--- src/rtl/sseg_pkg.sv ---
// Shared constants for the 7-segment scan reader: segment bit order,
// segment patterns for 0..F and blank, and the reader FSM state encoding.
package sseg_pkg;

    // Bit positions of segments a..g within the 7-bit segment bus
    localparam int unsigned SEG_A = 6;
    localparam int unsigned SEG_B = 5;
    localparam int unsigned SEG_C = 4;
    localparam int unsigned SEG_D = 3;
    localparam int unsigned SEG_E = 2;
    localparam int unsigned SEG_F_BIT = 1;
    localparam int unsigned SEG_G = 0;

    // Active-high segment patterns, {a,b,c,d,e,f,g}
    localparam logic [6:0] SEG_0     = 7'h7E;
    localparam logic [6:0] SEG_1     = 7'h30;
    localparam logic [6:0] SEG_2     = 7'h6D;
    localparam logic [6:0] SEG_3     = 7'h79;
    localparam logic [6:0] SEG_4     = 7'h33;
    localparam logic [6:0] SEG_5     = 7'h5B;
    localparam logic [6:0] SEG_6     = 7'h5F;
    localparam logic [6:0] SEG_7     = 7'h70;
    localparam logic [6:0] SEG_8     = 7'h7F;
    localparam logic [6:0] SEG_9     = 7'h7B;
    localparam logic [6:0] SEG_A_PAT = 7'h77;
    localparam logic [6:0] SEG_B_PAT = 7'h1F;
    localparam logic [6:0] SEG_C_PAT = 7'h4E;
    localparam logic [6:0] SEG_D_PAT = 7'h3D;
    localparam logic [6:0] SEG_E_PAT = 7'h4F;
    localparam logic [6:0] SEG_F_PAT = 7'h47;
    localparam logic [6:0] SEG_BLANK = 7'h00;

    // Reader FSM states
    typedef enum logic [1:0] {
        S_IDLE   = 2'd0,
        S_SETTLE = 2'd1,
        S_HOLD   = 2'd2
    } state_t;

endpackage

--- src/rtl/sseg_pattern_decode.sv ---
// Combinational 7-segment pattern to nibble decoder.
// Hex letters A..F are accepted only when SSEG_READER_HEX_EN is defined;
// otherwise they decode as invalid like any other unknown pattern.
module sseg_pattern_decode
    import sseg_pkg::*;
(
    input  logic [6:0] seg,
    output logic       pat_ok,
    output logic [3:0] nibble
);

    // Table lookup; unknown patterns (including blank) give nibble 0, pat_ok 0
    always_comb begin
        pat_ok = 1'b1;
        nibble = '0;
        case (seg)
            SEG_0: nibble = 4'h0;
            SEG_1: nibble = 4'h1;
            SEG_2: nibble = 4'h2;
            SEG_3: nibble = 4'h3;
            SEG_4: nibble = 4'h4;
            SEG_5: nibble = 4'h5;
            SEG_6: nibble = 4'h6;
            SEG_7: nibble = 4'h7;
            SEG_8: nibble = 4'h8;
            SEG_9: nibble = 4'h9;
`ifdef SSEG_READER_HEX_EN
            SEG_A_PAT: nibble = 4'hA;
            SEG_B_PAT: nibble = 4'hB;
            SEG_C_PAT: nibble = 4'hC;
            SEG_D_PAT: nibble = 4'hD;
            SEG_E_PAT: nibble = 4'hE;
            SEG_F_PAT: nibble = 4'hF;
`endif
            default: begin
                nibble = '0;
                pat_ok = 1'b0;
            end
        endcase
    end

endmodule

--- src/rtl/sseg_scan_reader.sv ---
// Receive side of a multiplexed 7-segment bus. Waits for each selected digit
// to hold stable for SETTLE cycles, decodes it once per select change, and
// publishes a full NDIG-digit frame with a one-cycle valid pulse.
// Optional hex letter decoding: define SSEG_READER_HEX_EN.
module sseg_scan_reader
    import sseg_pkg::*;
#(
    parameter int unsigned NDIG   = 4,
    parameter int unsigned SETTLE = 3
) (
    input  logic                clk,
    input  logic                rst_n,
    input  logic [6:0]          seg_i,
    input  logic [NDIG-1:0]     an_n_i,
    output logic [4*NDIG-1:0]   value_o,
    output logic [NDIG-1:0]     digit_err_o,
    output logic                frame_valid_o
);

    localparam int unsigned CW = $clog2(SETTLE + 1);

    state_t              state;
    logic [CW-1:0]       cnt;
    logic [NDIG-1:0]     lat_an;
    logic [6:0]          lat_seg;
    logic [NDIG-1:0]     seen;
    logic [4*NDIG-1:0]   shadow;
    logic [NDIG-1:0]     shadow_err;

    logic                pat_ok;
    logic [3:0]          nibble;
    logic                sel_valid;
    logic                inputs_same;
    logic                last_cnt;
    logic [4*NDIG-1:0]   shadow_m;
    logic [NDIG-1:0]     err_m;
    logic [NDIG-1:0]     seen_m;

    // Latched pattern equals the live one on a capture edge
    sseg_pattern_decode u_decode (
        .seg    (lat_seg),
        .pat_ok (pat_ok),
        .nibble (nibble)
    );

    // Select qualification, stability compare and shadow merge for the digit being captured
    always_comb begin
        sel_valid   = $onehot(~an_n_i);
        inputs_same = (an_n_i == lat_an) && (seg_i == lat_seg);
        last_cnt    = (cnt == CW'(SETTLE - 1));
        shadow_m    = shadow;
        err_m       = shadow_err;
        for (int unsigned i = 0; i < NDIG; i++) begin
            if (!lat_an[i]) begin
                shadow_m[4*i +: 4] = nibble;
                err_m[i]           = ~pat_ok;
            end
        end
        seen_m = seen | ~lat_an;
    end

    // Reader FSM with settle counter, shadow capture and frame publication
    always_ff @(posedge clk or negedge rst_n) begin
        if (!rst_n) begin
            state         <= S_IDLE;
            cnt           <= '0;
            lat_an        <= '1;
            lat_seg       <= '0;
            seen          <= '0;
            shadow        <= '0;
            shadow_err    <= '0;
            value_o       <= '0;
            digit_err_o   <= '0;
            frame_valid_o <= 1'b0;
        end else begin
            frame_valid_o <= 1'b0;
            if (!sel_valid) begin
                // Bad select aborts the digit but keeps partial frame progress
                state <= S_IDLE;
                cnt   <= '0;
            end else begin
                case (state)
                    S_IDLE: begin
                        lat_an  <= an_n_i;
                        lat_seg <= seg_i;
                        cnt     <= '0;
                        state   <= S_SETTLE;
                    end
                    S_SETTLE: begin
                        if (!inputs_same) begin
                            lat_an  <= an_n_i;
                            lat_seg <= seg_i;
                            cnt     <= '0;
                        end else if (last_cnt) begin
                            shadow     <= shadow_m;
                            shadow_err <= err_m;
                            state      <= S_HOLD;
                            if (&seen_m) begin
                                value_o       <= shadow_m;
                                digit_err_o   <= err_m;
                                frame_valid_o <= 1'b1;
                                seen          <= '0;
                            end else begin
                                seen <= seen_m;
                            end
                        end else if (cnt < CW'(SETTLE)) begin
                            cnt <= cnt + 1'b1;
                        end
                    end
                    S_HOLD: begin
                        if (an_n_i != lat_an) begin
                            lat_an  <= an_n_i;
                            lat_seg <= seg_i;
                            cnt     <= '0;
                            state   <= S_SETTLE;
                        end
                    end
                    default: begin
                        state <= S_IDLE;
                        cnt   <= '0;
                    end
                endcase
            end
        end
    end

endmodule

--- config.mk ---
export PLATFORM = sky130hd
export DESIGN_NAME = sseg_scan_reader
export DESIGN_NICKNAME = d
export VERILOG_FILES = /design/src/rtl/sseg_pkg.sv /design/src/rtl/sseg_pattern_decode.sv /design/src/rtl/sseg_scan_reader.sv
export SDC_FILE = /design/constraint.sdc
export NUM_CORES = 1
export LEC_CHECK = 0
export BUFFER_PORTS_ARGS = -buffer_cell sky130_fd_sc_hd__buf_4
export CORE_UTILIZATION = 30
export DETAILED_ROUTE_END_ITERATION = 12
export GPL_TIMING_DRIVEN = 0
export PLACE_DENSITY = 0.51
export RECOVER_POWER = 100
export SYNTH_ARGS = -nofsm -noshare
export SYNTH_HDL_FRONTEND = slang
export SYNTH_SLANG_ARGS = --single-unit
--- constraint.sdc ---
create_clock -name clk -period 5.5 [get_ports clk]
set_input_delay 0.275 -clock clk [delete_from_list [all_inputs] [get_ports clk]]
set_output_delay 0.275 -clock clk [all_outputs]
set_load 0.01 [all_outputs]
==> results.md <==
* Compound-Gate Fraction of Synth Area at 0.133
* Placed Area at 3490 µm²
* Worst EP required at 5.73 ns
* GRT Total Usage at 0.138
* Most used DFF post-synth: dfrtp_1
* Width of the die at 103 µm
* Synthesis warning total at 0
* Die Area at 10700 µm²
* Largest net degree at the start of global routing at 61
* Syn Area/Cell at 10.9 µm²
* Reg area at 1510 µm²
* Routed length per instance at 14.4 µm
* Netlist cell types at 43
* Antenna violations before repair at 0
* Clock Latency Late Sink at 0.35 ns
* Hold Path Stages at 2
* Met2 Use GR at 0.198
* Top post-synthesis cells by area: dfrtp_1, mux2_1, o21ai_0
* Filler Cells Inserted at 1029
* Hold path start: seg_i[3]
* Buffers on Ports at 33
* Worst path arrival time at 3.85 ns
* DRC at 0
* Hold slack final at 0.160 ns
* Final Max Tran Viols at 61
* Worst Skew at 0.00990 ns
* Row cnt at 36
* DIE HEIGHT at 103 µm
* Clock Path Buffers at 2
* Fraction of layout cells with a size suffix above 1 at 0.178
* Startpoint types: flip-flop
* Post-synthesis simple-gate area fraction at 0.131
* CTS HTree Levels at 3
* Multi-input logic area at 1370 µm²
* Hold bufs inserted after CTS at 0
* Worst Hold Path EP: lat_seg[3]$_DFFE_PN0P_
* Largest family of logic cells by synthesized area: multiplexers
* Post-layout minimum cycle time at 3.62 ns
* Post-synthesis xor/xnor area fraction at 0.0313
* Core ar. at 9860 µm²
* DP Worst Slack at 2.25 ns
* Setup_tns at 0 ns
* Area leader, netlist: dfrtp_1
* Busiest grt layer: met1
* First-pass GRT wire length at 11000 µm
* CP Capture Type: flip-flop
* Least-Margin Pin Slew at 3.30 ns
* Post-CTS Setup Inserts at 0
* Clock buffer count from CTS at 9
* Async SR Flop Fraction at 1.00
* Vias/cell at 4.77
* Final Cycle Share at 0.658
* Mapped cell area at 3070 µm²
* RSZ-0062 raised after global routing: no
* Clk sink count at 60
* Post-Syn Instances at 282
* Nets at 344
* Post-DP HPWL at 4610 µm
* Initial Util at 0.312
* Detailed Route WL at 6700 µm
* Post-synthesis mux area share at 0.145
* Flop2flop setup slack at 1.88 ns
* Total congestion overflow at 0
* Area Overhead vs Synth at 14.9%
* Fmax at 276 MHz
* Outcome: complete, but fails checks
* Antenna cells at 0
* Hold Crit Class: input pin to flip-flop
* Routing usage on met1 at 0.202
* Post-route setup slack at 1.88 ns
* Crit Path Class: flip-flop to flip-flop
* Max-cap violations at 1
* Syn nets at 300
* Static leakage at 1.58 nW
* Post-synth EDFFs at 0
* Post-CTS sizing at 0
* Final Hold Viols at 0
* Number of synthesized register bits at 60
* Reg2Reg Depth at 7
* CTS tree: done
* Final ANT Viol Nets at 0
* Failing checks: capacitance limit, slew limit
* Met3 GRT Util at 0.0262
* Pwr/cell area at 369 nW/µm²
* Drt pass-1 iters at 4
* Max-Slew Margin vs Limit at -1.20
* Reg2reg end: digit_err_o[0]$_DFFE_PN0P_
* Sequential fraction of the synthesis area at 0.490
* Count of final setup violators at 0
* Clk slew on worst S/H paths at 0.08 ns
* Worst r2r src: lat_an[0]$_DFFE_PN1P_
* Crit Path Max Fanout at 10
* Vias in the first global route at 2059
* # IOs at 34
* Synth top area share at 0.456
* Iter 0 DRT Violations at 149
* CTS root buf: clkbuf_8
* Adder-cell share of the synthesized area at 0.0228
* VDD IR-drop max at 0.000118 V
* Post-layout instance area at 3530 µm²
* Routability cong. at 0.771
* Vias at 2215
-- cells in the mapped netlist (2+ instances only) --
library cell / count
mux2_1: 20
dfrtp_1: 56
o31ai_1: 2
nor3_2: 2
or3_4: 4
nand2_1: 23
a2111oi_0: 2
xor2_1: 11
mux2_4: 2
buf_6: 3
nand2b_1: 4
a21o_1: 2
dfstp_2: 4
nor3_1: 2
inv_1: 7
nand4_2: 2
or3_1: 5
ha_1: 4
buf_2: 7
o21a_1: 4
a21oi_1: 4
nor2_1: 6
clkbuf_1: 11
mux2_2: 17
nand3b_1: 3
o21ai_1: 13
nand3_1: 3
o21ai_0: 44
-- cell type report --
class | instances | share of cell area
clock buffer | 9 | 0.0351
sequential | 60 | 0.426
clock inverter | 7 | 0.0216
inverter | 7 | 0.00744
tap | 133 | 0.0471
timing repair buffer | 33 | 0.0468
multi-input combinational | 193 | 0.388
buffer | 22 | 0.0276
-- logic make-up after synthesis --
family                   count (synthesis)
multiplexers                            39
AO/OA/AOI/OAI                           74
buffers and inverters                   29
AND/OR/NAND/NOR                         64
adder cells (fa/ha/maj)                  5
flip-flops                              60
XOR/XNOR                                11
-- how the worst max path moves through the flow --
stage / start / depth (start not counted) / to / slack [ns]
final: lat_an[0]$_DFFE_PN1P_ / 7 / digit_err_o[0]$_DFFE_PN0P_ / 1.88
after global routing: lat_an[0]$_DFFE_PN1P_ / 7 / value_o[5]$_DFFE_PN0P_ / 1.44
after CTS: an_n_i[0] / 12 / value_o[12]$_DFFE_PN0P_ / 2.61
after detailed placement: an_n_i[0] / 12 / value_o[8]$_DFFE_PN0P_ / 2.25
after global placement: an_n_i[0] / 12 / value_o[8]$_DFFE_PN0P_ / 2.26
after floorplan: an_n_i[0] / 11 / value_o[12]$_DFFE_PN0P_ / 2.67
-- cells in the final DEF, fill, tap and decap left out, drive strengths merged, types with 3 or more instances in the layout --
cell	Yosys	routed
nand2	23	23
dfstp	4	4
buf	11	18
nand3b	3	3
nor2	6	6
xor2	11	11
inv	7	8
a21oi	4	4
nand2b	4	4
clkinv	0	3
o21a	4	4
clkbuf	11	46
nor3	4	4
mux2	39	39
or3	9	9
nand4	3	3
o21ai	57	57
nand3	3	3
dfrtp	56	56
ha	4	4
-- metrics by stage --
| stage | cells | power, mW | util |
|---|---|---|---|
| after global placement | 448 | 0.910 | 0.354 |
| after global routing | 464 | 1.39 | 0.358 |
| after detailed placement | 448 | 0.917 | 0.354 |
| after floorplan | 282 | 0.807 | - |
| final | 464 | 1.30 | 0.358 |
| after CTS | 464 | 1.33 | 0.374 |
-- flip-flops by register name, summed over array words and instances, names as in the netlist --
name / cells
cnt: 2
shadow: 16
state: 2
seen: 4
value_o: 16
shadow_err: 4
lat_an: 4
lat_seg: 7
frame_valid_o: 1
digit_err_o: 4
-- worst max-delay path: stages, from the launching register on --
cell and delay (ns):
dfstp_2 0.51, clkbuf_1 0.36, xor2_1 0.13, nor4_1 0.66
nand4_1 0.43, nor3_1 0.45, clkbuf_1 0.55, mux2_2 0.40
-- report_power, final --
part           total [mW]  internal (mW)  switching [mW]
Combinational       0.393          0.140           0.253
Clock               0.411          0.211           0.200
Sequential          0.498          0.487          0.0109
Total                1.30          0.838           0.464
-- layer usage --
layer	wire length, µm	up-vias
met5	0	-
met4	102	0
met3	169	9
met2	2950	35
met1	3470	1082
li1	-	1089
Power figures use the tool's default switching activity.
